<file path="src/rtl/prog_clk_div.sv">
// ============================================================================
// Module   : prog_clk_div
// Brief    : Run-time programmable clock divider with near-50% duty, rise/fall
//            ticks, clean start/stop and period-aligned divisor updates.
// Revision : 1.0 - initial release
// ============================================================================
`default_nettype none

module prog_clk_div #(
  parameter int WIDTH       = 8,
  parameter int DEFAULT_DIV = 2
) (
  input  logic             clk_in,
  input  logic             rst_in,
  input  logic             en_in,
  input  logic [WIDTH-1:0] div_in,
  input  logic             div_load_in,
  output logic             div_busy_out,
  output logic             div_err_out,
  output logic [WIDTH-1:0] cur_div_out,
  output logic             clk_out,
  output logic             rise_tick_out,
  output logic             fall_tick_out
);

  localparam logic [WIDTH-1:0] C_ONE = WIDTH'(1);
  localparam logic [WIDTH-1:0] C_TWO = WIDTH'(2);

  typedef enum logic [0:0] {
    IDLE = 1'b0,
    RUN  = 1'b1
  } state_t;

  state_t           state_q, state_d;
  logic [WIDTH-1:0] cnt_q, cnt_d;
  logic             clk_q, clk_d;
  logic             rise_q, rise_d;
  logic             fall_q, fall_d;
  logic [WIDTH-1:0] cur_div_q, cur_div_d;
  logic [WIDTH-1:0] pend_q, pend_d;
  logic             busy_q, busy_d;
  logic             err_q, err_d;

  logic [WIDTH-1:0] half;
  logic             load_ok;
  logic             apply;

  // ceil(D/2) without a carry bit: floor(D/2) plus the LSB
  assign half    = (cur_div_q >> 1) + {{(WIDTH-1){1'b0}}, cur_div_q[0]};
  assign load_ok = div_load_in && (div_in >= C_TWO);

  always_comb begin
    state_d   = state_q;
    cnt_d     = cnt_q;
    clk_d     = clk_q;
    rise_d    = 1'b0;
    fall_d    = 1'b0;
    cur_div_d = cur_div_q;
    pend_d    = pend_q;
    busy_d    = busy_q;
    err_d     = div_load_in && !load_ok;
    apply     = 1'b0;

    case (state_q)
      IDLE: begin
        clk_d = 1'b0;
        cnt_d = '0;
        if (en_in) begin
          state_d = RUN;
          clk_d   = 1'b1;
          rise_d  = 1'b1;
          apply   = 1'b1;
        end
      end
      RUN: begin
        if (cnt_q == cur_div_q - C_ONE) begin
          cnt_d = '0;
          if (en_in) begin
            clk_d  = 1'b1;
            rise_d = 1'b1;
            apply  = 1'b1;
          end else begin
            state_d = IDLE;
            clk_d   = 1'b0;
          end
        end else if (cnt_q == half - C_ONE) begin
          cnt_d  = cnt_q + C_ONE;
          clk_d  = 1'b0;
          fall_d = 1'b1;
        end else begin
          cnt_d = cnt_q + C_ONE;
        end
      end
      default: begin
        state_d = IDLE;
        cnt_d   = '0;
        clk_d   = 1'b0;
      end
    endcase

    // Old pending value is consumed first so a same-edge load becomes the new pending
    if (apply && busy_q) begin
      cur_div_d = pend_q;
      busy_d    = 1'b0;
    end

    if (load_ok) begin
      if ((state_q == IDLE) && !en_in) begin
        cur_div_d = div_in;
        busy_d    = 1'b0;
      end else begin
        pend_d = div_in;
        busy_d = 1'b1;
      end
    end
  end

  always_ff @(posedge clk_in) begin
    if (rst_in) begin
      state_q   <= IDLE;
      cnt_q     <= '0;
      clk_q     <= 1'b0;
      rise_q    <= 1'b0;
      fall_q    <= 1'b0;
      cur_div_q <= WIDTH'(DEFAULT_DIV);
      pend_q    <= WIDTH'(DEFAULT_DIV);
      busy_q    <= 1'b0;
      err_q     <= 1'b0;
    end else begin
      state_q   <= state_d;
      cnt_q     <= cnt_d;
      clk_q     <= clk_d;
      rise_q    <= rise_d;
      fall_q    <= fall_d;
      cur_div_q <= cur_div_d;
      pend_q    <= pend_d;
      busy_q    <= busy_d;
      err_q     <= err_d;
    end
  end

  assign clk_out       = clk_q;
  assign rise_tick_out = rise_q;
  assign fall_tick_out = fall_q;
  assign cur_div_out   = cur_div_q;
  assign div_busy_out  = busy_q;
  assign div_err_out   = err_q;

endmodule

`default_nettype wire

</file>
<file path="config.mk">
export PLATFORM = sky130hd
export DESIGN_NAME = prog_clk_div
export DESIGN_NICKNAME = d
export VERILOG_FILES = /design/src/rtl/prog_clk_div.sv
export SDC_FILE = /design/constraint.sdc
export NUM_CORES = 1
export LEC_CHECK = 0
export ABC_AREA = 1
export ABC_CLOCK_PERIOD_IN_PS = 1500
export BUFFER_PORTS_ARGS = -buffer_cell sky130_fd_sc_hd__clkbuf_2
export CAP_MARGIN = 20
export CORE_ASPECT_RATIO = 1.5
export CORE_MARGIN = 5
export CORE_UTILIZATION = 47
export DETAILED_ROUTE_END_ITERATION = 6
export PLACE_DENSITY = 0.77
export SYNTH_ARGS = -nofsm -noshare
export SYNTH_HDL_FRONTEND = slang
export SYNTH_SLANG_ARGS = --single-unit
</file>
<file path="constraint.sdc">
create_clock -name clk_in -period 1.5 [get_ports clk_in]
set_input_delay 0.375 -clock clk_in [delete_from_list [all_inputs] [get_ports clk_in]]
set_output_delay 0.375 -clock clk_in [all_outputs]
set_load 0.005 [all_outputs]
</file>
After elaboration in Yosys (flattened, before gate mapping)
Cells that the tools add are included.
{"block": "totals", "register_bits": 30, "inputBits": 12, "output_inout_bits": 13}
{"block": "classes", "add_sub_neg": 4, "magnitude_cmp": 1, "eq_ne": 3, "n_mux": 17, "n_bitwise": 2, "reduce_logical": 9}
{"cell": "2-to-1 mux 8 bit", "n": 4}
{"cell": "== test 8 bit", "n": 2}
{"cell": "case mux 8 bit (2 select lines)", "n": 1}
{"cell": "subtractor 8 x 1 -> 8 bit, second input constant", "n": 2}
{"cell": "2-to-1 mux 1 bit", "n": 9}
{"cell": "adder 7 x 1 -> 8 bit", "n": 1}
{"cell": "adder 8 x 1 -> 8 bit, second input constant", "n": 1}
{"cell": "greater-or-equal comparator 8 x 2 -> 1 bit, second input constant", "n": 1}
{"cell": "case mux 1 bit (2 select lines)", "n": 3}
{"cell": "logical AND 1 bit", "n": 4}
{"cell": "inequality test 3 x 1 -> 1 bit, second input constant", "n": 1}
{"cell": "OR reduction 3 bit", "n": 1}
{"cell": "zero test 1 bit", "n": 2}
{"cell": "inverter 1 bit", "n": 2}
{"cell": "AND reduction 2 bit", "n": 1}
{"cell": "nonzero test 2 bit", "n": 1}

Logic depth before layout (Yosys ltp)
Gate-level depths: netlist (run 1).
{"block": "logic_depth", "depth_word": 8, "ltp_mapped": 16, "ltp_nobuf": 16}

Worst setup path after synthesis (run 1)
Ideal clock, no wire load.
{"block": "synth_timing", "path_type": "flip-flop to flip-flop", "start": "register cur_div_q[0], in the netlist cur_div_out[0]", "end": "register cur_div_q[4], in the netlist cur_div_out[4]", "setup_ns": 0.109, "t_arrival_ns": 1.640, "required_ns": 1.391, "path_slack_ns": -0.249, "path_stages_with_launch": 17, "n_path_buf": 0, "period_less_slack_ns": 1.749, "path_cell_list": "dfxtp_1 > inv_1 > ha_1 > inv_1 > nand2_1 > nand2_1 > nand2_1 > nand2_1 > nand2_1 > nor2_1 > nand3_2 > nand2_2 > nand3_2 > nand2_1 > nand3_1 > nand2_1 > inv_1"}
{"block": "synth_via", "elab_chain_len": 8}
{"item": "start, declared", "line": "39", "source": "logic [WIDTH-1:0] cur_div_q, cur_div_d;"}
{"item": "start signal, assigned", "line": "125", "source": "cur_div_q <= WIDTH'(DEFAULT_DIV);"}
{"item": "start signal, assigned", "line": "135", "source": "cur_div_q <= cur_div_d;"}
{"item": "subtractor 8 x 1 -> 8 bit (*)", "line": "76", "source": "if (cnt_q == cur_div_q - C_ONE) begin"}
{"item": "== test 8 bit (*)", "line": "76"}
{"item": "2-to-1 mux 1 bit (*)", "line": "76"}
{"item": "case mux 1 bit (2 select lines) (*)", "line": "64", "source": "case (state_q)"}
{"item": "logical AND 1 bit (*)", "line": "102", "source": "if (apply && busy_q) begin"}
{"item": "2-to-1 mux 8 bit (*)", "line": "102"}
{"item": "2-to-1 mux 8 bit", "line": "108", "source": "if ((state_q == IDLE) && !en_in) begin"}
{"item": "2-to-1 mux 8 bit (*)", "line": "107", "source": "if (load_ok) begin"}
Mark *: on every way between the ends. The rest lies on a longest branch, timed or not.
A chain may end at the register's enable or synchronous reset.

Final worst setup path (run 1)
{"block": "layout_timing", "start": "register cur_div_q[1], in the netlist cur_div_out[1]", "end": "register cur_div_q[7], in the netlist cur_div_out[7]"}
The elaborated chain is that of the path after synthesis.

==> results.toml, run 1 <==
[outcome]
status = "finished, violations left"
violations = "negative setup slack"

[clock_tree]
cts-buffers-inserted = 5
tritoncts = "done"
root_buffer = "clkbuf_8"
path_clk_slew_ns = 0.06
clock_path_buffers = 2
cts.htree.levels = 2
clk_latency_ns = 0.28
numClockSinks = 30

[yosys]
synth_area_mm2 = 0.00180
synth.top_cell.area_share = 0.334
synth_edf_count = 0
synth_compound_gate_area_share = 0.0779
synth_fa_ha_area_frac = 0.0278
yosys_warnings = 0
synthMuxAreaShare = 0
ys_types = 33
synth_top_family_by_area = "simple AND/OR/NAND/NOR gates"
ys_ff_latch = 30
netlist_instances = 266
synth_xor_area_frac = 0.0779
yosysTopAreaCell = "dfxtp_1"
synth-async-reset-ratio = 0
synth.area.top_cells = "dfxtp_1 (33%), nand2_1 (16%), inv_1 (7.1%)"
synth-seq-area-share = 0.334
synth_fp_nets = 282
synth_simple_gate_area_frac = 0.373
avgSynthCellArea_um2 = 6.76
synth_ff_type = "dfxtp_1"

[power_and_ir_drop]
switching_share = 0.310
pwr-share-clk = 0.300
p_sw_mw = 0.677
pwr-share-seq = 0.406
p_comb_frac = 0.294
p_int_mw = 1.51
pwr_density_cell_mw_per_mm2 = 847
peakVddDrop_v = 0.000830
p_leak_nw = 1.29

[setup_path]
crit_top_cell = "nand2_1"
reg2reg_to = "cur_div_out[7]"
crit_buf_inv = 3
cp-startpoint = "cur_div_out[1]"
arrival_ns = 2.05
crit_family = "simple AND/OR/NAND/NOR gates"
crit_type = "register to register"
critPathSlowestCell = "dfxtp_4"
cp.required_ns = 1.73
r2r_slack_ns = -0.32
ff2ff_path_depth = 13
endpoint = "cur_div_out[7]"
cp-start-kind = "register"
worstPathCellList = "buf_4 -> nor2_4 -> nand2_2 -> o21ai_1 -> nand2_1 -> nor2_1 -> nand3_2 -> nand2_4 -> buf_12 -> nand4_1 -> nand3_1 -> nand2_1 -> inv_1"
cp-end-kind = "register"
timing.rr.start = "cur_div_out[1]"
path_depth = 13
cp_max_fo = 6
cpPeakStageDelay_ns = 0.36

[worst_hold_path]
whs_path_depth = 3
hp-class = "primary input to register"

[sta]
fmax_ghz = 0.551
setup_viol = 21
finalWorstSetupSlack_ns = -0.315
final_max_slew_viol_count = 0
post-route-min-period_ns = 1.82
hold_ws_ns = 0.317
slew_headroom = 0.781
worstMarginPinSlew_ns = 0.326
final.period_utilization = 1.21
grt_setup_unrepaired = "yes"
hold_viol = 0
finClkSkew_ns = 0.00515

[finish]
syn2layout_area_growth_pct = 43.3
diodes = 0
multi_input_area_mm2 = 0.00115
layout.nets = 356
fin_cells = 383
layout-drive-gt1-share = 0.379
final_common_cell = "nand2_1"
ff_latch_area_um2 = 611
most-common-layout-cells = "nand2_1 (71), buf_4 (47), inv_1 (29)"
fin_area_mm2 = 0.00258
nFillCells = 304

[routing]
post_drt_wl_per_cell_um = 12.7
wirelength_um = 4850
antenna_left = 0
drt-initial-drc-count = 47
drc = 0
num_vias = 1943
routed_via_density = 5.07
dr.pass1.iters = 4

[placement]
place_hpwl_um = 3640
dp_cells = 372
placed_area_mm2 = 0.00233
port_buffers = 24
routabilityCongestion = 0.834

[die]
die_area_mm2 = 0.00519
die_w_um = 60.5
initial_core_util = 0.489
ios = 25
fp-row-count = 27
die_y_um = 85.8
coreArea_mm2 = 0.00368

[flow_run]
drv_cap = 0

[global_routing]
grt-ovfl-total = 0
grt_max_degree = 13
grt_use_total = 0.199
grt_pass1_wl_um = 7850
antenna_found_initial = 0
grt_pass1_vias = 1867
## sequential cells by signal, indices dropped and copies added, names as in the netlist
| register | count |
|---|---|
| clk_out | 1 |
| cnt_q | 8 |
| cur_div_out | 8 |
| div_busy_out | 1 |
| div_err_out | 1 |
| fall_tick_out | 1 |
| pend_q | 8 |
| rise_tick_out | 1 |
| state_q | 1 |
## cell families after synthesis
| group | Yosys count |
|---|---|
| compound gates | 25 |
| xor+xnor | 16 |
| fa+ha+maj | 4 |
| buf+inv | 45 |
| flops | 30 |
| simple gates | 146 |
## worst min path at each step
stage                           start  slack, ns           to
after floorplan             pend_q[7]       0.45    pend_q[7]
after global placement      pend_q[5]       0.45    pend_q[5]
after detailed placement    pend_q[4]       0.46    pend_q[4]
after CTS                 div_load_in       0.32  div_err_out
after global routing      div_load_in       0.34  div_err_out
final                     div_load_in       0.32  div_err_out
## what timing repair did
| action | in CTS | in global routing |
|---|---|---|
| cloned | 1 | 0 |
| buffers inserted | 1 | 2 |
| resized for setup | 15 | 24 |
| pin swaps | 11 | 18 |
| hold buffers | 0 | 0 |
| setup endpoints to repair | 21 | 21 |
## worst register-to-register path: stages (launching register included)
cell     delay [ns]
dfxtp_4        0.36
buf_4          0.15
nor2_4         0.13
nand2_2        0.10
o21ai_1        0.16
nand2_1        0.06
nor2_1         0.12
nand3_2        0.11
nand2_4        0.11
buf_12         0.14
nand4_1        0.12
nand3_1        0.13
nand2_1        0.06
inv_1          0.04
## power groups by stage
stage | logic, mW | registers (mW) | clock network (mW)
2_1_floorplan | 0.322 | 0.901 | 0
3_3_place_gp | 0.541 | 0.898 | 0
3_5_place_dp | 0.554 | 0.900 | 0
4_1_cts | 0.594 | 0.885 | 0.667
5_1_grt | 0.704 | 0.895 | 0.712
6_report | 0.641 | 0.888 | 0.655
## synthesized netlist by cell type (2+ instances only)
cell and number:
nand2_1 79, inv_1 34, dfxtp_1 30, nor2_1 22, nand3_1 19, xor2_1 13
nand4_1 11, a21oi_1 10, o21ai_0 8, buf_2 4, ha_1 4, nor3_1 3
xnor2_1 3, inv_2 2, nand2_2 2, nand3_2 2, nor2_4 2, o211ai_1 2
o21ai_1 2
## routing by layer
layer	up-vias	routed length (um)	track usage
met3	21	152	0.0361
li1	998	-	-
met5	-	0	0
met4	0	222	0.112
met2	52	2770	0.373
met1	872	1700	0.192
## cell type report
cell class / count / area share
clock buffers: 7 / 0.0335
inverters: 37 / 0.0597
multi-input cells: 191 / 0.447
flip-flops and latches: 30 / 0.237
well taps: 43 / 0.0209
repair buffers: 74 / 0.200
repair inverters: 1 / 0.00243
## stage by stage
| stage | setup TNS [ns] | utilization | power (mW) | setup slack, ns |
|---|---|---|---|---|
| finish | -4.81 | 0.700 | 2.18 | -0.315 |
| global route | -6.86 | 0.700 | 2.31 | -0.404 |
| CTS | -3.46 | 0.676 | 2.15 | -0.219 |
| global placement | -4.88 | 0.632 | 1.44 | -0.340 |
| floorplan | -1.36 | - | 1.22 | -0.0885 |
| detailed placement | -5.66 | 0.632 | 1.45 | -0.376 |
No activity file was read; power rests on OpenSTA's default activity.
==> run 2: changes to the inputs <==
Settings changed: TNS_END_PERCENT from default to 10.
==> run 2 against run 1 <==
Against the previous run:
- the run still ends with negative setup slack left
- count of clock-buffer cells in the layout shrank 1
- clock skew grew 0.0031 ns
- via count grew 2.6%
- sequential share of layout area grew 0.22 points
- core utilization shrank 0.51 points
- fmax grew 2.0%
- critical path depth grew 1
- global-route usage grew 0.11 points
- largest power group unchanged
- highest routed layer unchanged
==> results.toml, run 2 (synthesis gave the netlist of run 1 again) <==
[clock_tree]
numClockSinks = 30
path_clk_slew_ns = 0.07
clk_latency_ns = 0.29
root_buffer = "clkbuf_8"
clock_path_buffers = 2
cts.htree.levels = 2
tritoncts = "done"
hold_buffers = 0
cts-buffers-inserted = 5

[worst_hold_path]
hold_path_startpoint = "div_load_in"
whs_path_depth = 3
hp-class = "primary input to register"

[routing]
dr.pass1.iters = 4
drt-initial-drc-count = 62
post_drt_wl_per_cell_um = 12.7
antenna_left = 0
drc = 0
wirelength_um = 4910
num_vias = 1993
routed_via_density = 5.15

[sta]
post-route-min-period_ns = 1.78
hold_viol = 0
finalWorstSetupSlack_ns = -0.280
final_max_slew_viol_count = 0
fmax_ghz = 0.562
grt_setup_unrepaired = "yes"
hold_ws_ns = 0.302
setup_viol = 21
worstMarginPinSlew_ns = 0.355
finClkSkew_ns = 0.00827
slew_headroom = 0.763
final.period_utilization = 1.19

[setup_path]
cp-start-kind = "register"
cp.required_ns = 1.71
cp-end-kind = "register"
critPathSlowestCell = "dfxtp_4"
worstPathCellList = "inv_4 -> ha_4 -> nand2_1 -> nand2_1 -> nand2_1 -> nand2_1 -> nand2_1 -> nor2_2 -> nand3_2 -> nand2_4 -> buf_12 -> nor2_8 -> inv_8 -> nor3b_4"
cp_max_fo = 6
timing.rr.start = "cur_div_out[1]"
crit_type = "register to register"
cp-startpoint = "cur_div_out[1]"
ff2ff_path_depth = 14
arrival_ns = 1.99
crit_top_cell = "nand2_1"
cpPeakStageDelay_ns = 0.37

[finish]
nFillCells = 288
diodes = 0
layout.nets = 359
most-common-layout-cells = "nand2_1 (71), buf_4 (49), inv_1 (31)"
layout-drive-gt1-share = 0.375
final_common_cell = "nand2_1"
syn2layout_area_growth_pct = 42.3

[global_routing]
grt_pass1_wl_um = 7980
grt_use_total = 0.200
grt_pass1_vias = 1935
grt-ovfl-total = 0
grt_max_degree = 13
antenna_found_initial = 0

[power_and_ir_drop]
pwr_density_cell_mw_per_mm2 = 839
p_leak_nw = 1.30
peakVddDrop_v = 0.000667
power_mw = 2.15

[die]
die_y_um = 85.8
ios = 25
coreArea_mm2 = 0.00368
die_area_mm2 = 0.00519
initial_core_util = 0.489
die_w_um = 60.5
fp-row-count = 27

[outcome]
status = "finished, violations left"
violations = "negative setup slack"

[placement]
port_buffers = 24
place_hpwl_um = 3620
routabilityCongestion = 0.855

[flow_run]
drv_cap = 0
run 2: per-layer routing:
layer | part of all wire | GRT usage
met1 | 0.34 | 0.188
met2 | 0.57 | 0.388
met3 | 0.039 | 0.0301
met4 | 0.051 | 0.107
met5 | 0 | 0
run 2: path summary, 6_finish.rpt:
check | to | slack, ns
setup / recovery | cnt_q[2] | -0.28
hold / removal | div_err_out | 0.30
setup reg to reg | cnt_q[2] | -0.28
hold reg to reg | pend_q[4] | 0.47
run 2: critical path, delay by kind of cell, from the launching register on:
family / cells / cell delay [ns]
and+or+nand+nor: 10 / 0.90
DFF: 1 / 0.37
buffers and inverters: 3 / 0.26
adders and majority gates: 1 / 0.17
run 2: final cells by class:
cell class | instances | area, um2 | area share
repair buffers | 77 | 542 | 0.212
clock buffers | 6 | 72.6 | 0.0283
flip-flops and latches | 30 | 612 | 0.239
well taps | 43 | 53.8 | 0.0210
inverters | 37 | 154 | 0.0601
repair inverters | 1 | 6.26 | 0.00244
clock inverters | 2 | 10.0 | 0.00391
multi-input cells | 191 | 1110 | 0.434
run 2: timing repair:
item                                    4_1_cts  5_1_grt
pin swaps                                     3       13
setup buffers                                 1        1
gates resized for setup                       6       27
endpoints found under the setup margin       21       26
gates cloned                                  0        1
run 2: stage by stage:
| step | TNS, ns | area [um2] | worst slack (ns) | utilization | cells |
|---|---|---|---|---|---|
| after floorplan | -1.36 | 1840 | -0.0885 | - | 266 |
| after global placement | -4.39 | 2350 | -0.273 | 0.638 | 376 |
| after detailed placement | -4.96 | 2350 | -0.267 | 0.638 | 376 |
| after CTS | -4.39 | 2460 | -0.253 | 0.669 | 385 |
| after global routing | -6.66 | 2560 | -0.397 | 0.695 | 387 |
| final | -4.06 | 2560 | -0.280 | 0.695 | 387 |
run 2: power by group:
part / total (mW) / switching, mW / leakage [nW] / internal [mW]
Combinational: 0.624 / 0.329 / 1.01 / 0.295
Sequential: 0.891 / 0.0475 / 0.247 / 0.843
Clock: 0.634 / 0.313 / 0.0450 / 0.321
Total: 2.15 / 0.690 / 1.30 / 1.46
==> run 3: changes to the inputs <==
Settings changed: PLACE_DENSITY 0.77 to 0.73.
==> run 3 against run 2 <==
Against the previous run:
- the flow still finishes with violations (negative setup slack)
- critical endpoint is now fall_tick_out
- worst setup slack better by 0.024 ns
- cell area decreased by 0.34%
- routed wire length is 4.6% lower
- global-route usage down 0.15 points
- clock skew hardly changed
- clock power up 2%
- first-iteration DRC count decreased by 27%
- count of clock-buffer cells in the layout rose by 1
- non-clock buffer count did not move
- sequential cell count unchanged
- fmax up 1.4%
==> results.toml, run 3 (synthesis gave the netlist of run 1 again) <==
[die]
die_y_um = 85.8
ios = 25
initial_core_util = 0.489
die_area_mm2 = 0.00519
coreArea_mm2 = 0.00368
die_w_um = 60.5
fp-row-count = 27

[sta]
final.period_utilization = 1.17
finalWorstSetupSlack_ns = -0.256
hold_viol = 0
grt_setup_unrepaired = "yes"
fmax_ghz = 0.570
slew_headroom = 0.818
final_max_slew_viol_count = 0
worstMarginPinSlew_ns = 0.272
fin_setup_tns_ns = -4.01
setup_viol = 21
finClkSkew_ns = 0.00789
hold_ws_ns = 0.316
post-route-min-period_ns = 1.76

[routing]
num_vias = 1916
antenna_left = 0
dr.pass1.iters = 4
drc = 0
routed_via_density = 4.98
wirelength_um = 4680
drt-initial-drc-count = 45
post_drt_wl_per_cell_um = 12.2

[placement]
place_hpwl_um = 3520
port_buffers = 24
routabilityCongestion = 0.876
dp_cells = 373

[clock_tree]
root_buffer = "clkbuf_8"
clk_latency_ns = 0.28
cts-buffers-inserted = 5
numClockSinks = 30
cts.htree.levels = 2
tritoncts = "done"
hold_buffers = 0
path_clk_slew_ns = 0.06
clock_path_buffers = 2

[setup_path]
cp-startpoint = "cur_div_out[1]"
reg2reg_to = "fall_tick_out"
cp_max_fo = 4
crit_type = "register to register"
ff2ff_path_depth = 9
cp-end-kind = "register"
r2r_slack_ns = -0.26
cp.required_ns = 1.72
endpoint = "fall_tick_out"
arrival_ns = 1.97
timing.rr.start = "cur_div_out[1]"
cp-start-kind = "register"

[finish]
layout-drive-gt1-share = 0.354
fin_cells = 385
most-common-layout-cells = "nand2_1 (75), buf_4 (50), inv_1 (31)"
syn2layout_area_growth_pct = 41.8
diodes = 0
layout.nets = 358
final_common_cell = "nand2_1"

[flow_run]
drv_cap = 0

[global_routing]
grt_use_total = 0.198
grt-ovfl-total = 0
grt_pass1_vias = 1895
antenna_found_initial = 0
grt_max_degree = 12
grt_pass1_wl_um = 7850

[outcome]
violations = "negative setup slack"
status = "finished, violations left"

[power_and_ir_drop]
p_leak_nw = 1.29
power_mw = 2.17
pwr_density_cell_mw_per_mm2 = 850
peakVddDrop_v = 0.000870

[worst_hold_path]
hp-class = "primary input to register"
[run 3: cell count changes in the layout (fill, tap and decap cells not counted), sizes merged]
| cell | previous run | this run |
|---|---|---|
| inv | 38 | 37 |
| clkbuf | 30 | 31 |
| clkinv | 2 | 0 |
[run 3: how the worst min path moves through the flow]
stage                startpoint           to  slack, ns  cells after the start
floorplan             pend_q[7]    pend_q[7]       0.45                      2
global placement      pend_q[5]    pend_q[5]       0.45                      2
detailed placement    pend_q[0]    pend_q[0]       0.46                      2
CTS                 div_load_in  div_err_out       0.31                      3
global route          div_in[0]    pend_q[0]       0.36                      3
finish              div_load_in  div_err_out       0.32                      3
[run 3: where the power goes]
part           total [mW]  internal, mW  switching, mW
clock               0.647         0.363          0.283
sequential          0.887         0.844         0.0435
combinational       0.634         0.305          0.329
total                2.17          1.51          0.656
[run 3: area by class of cell]
| class | instances | area, um2 |
|---|---|---|
| timing repair buffer | 77 | 538 |
| fill | 311 | 1130 |
| tap | 43 | 53.8 |
| clock buffer | 7 | 86.3 |
| inverter | 37 | 151 |
| multi-input combinational | 191 | 1110 |
| sequential | 30 | 612 |
[run 3: timing repair]
| item | CTS | global route |
|---|---|---|
| gates resized for setup | 20 | 7 |
| pin swaps | 10 | 8 |
| setup endpoints to repair | 21 | 22 |
| hold endpoints to repair | 0 | 0 |
| setup buffers | 4 | 1 |
[run 3: worst max-delay path: stages, from the launching register on]
cell and delay, ns:
dfxtp_2 0.36, inv_4 0.06, ha_4 0.17, ha_4 0.17
xnor2_1 0.13, xor2_1 0.17, nor3_2 0.21, nand4_1 0.18
buf_4 0.17, nor2_1 0.08
[run 3: metrics by stage]
step	util	instance area [um2]	worst slack, ns
after floorplan	-	1840	-0.0885
after global placement	0.632	2330	-0.376
after detailed placement	0.632	2330	-0.342
after CTS	0.684	2520	-0.214
after global routing	0.693	2550	-0.384
final	0.693	2550	-0.256
[run 3: metal layers]
layer  global-route usage  vias to the layer above  part of all wire
met4                0.120                        0             0.048
li1                     -                      999                 -
met3               0.0392                       22             0.039
met2                0.377                       51              0.55
met5                    0                        -                 0
met1                0.181                      844              0.36
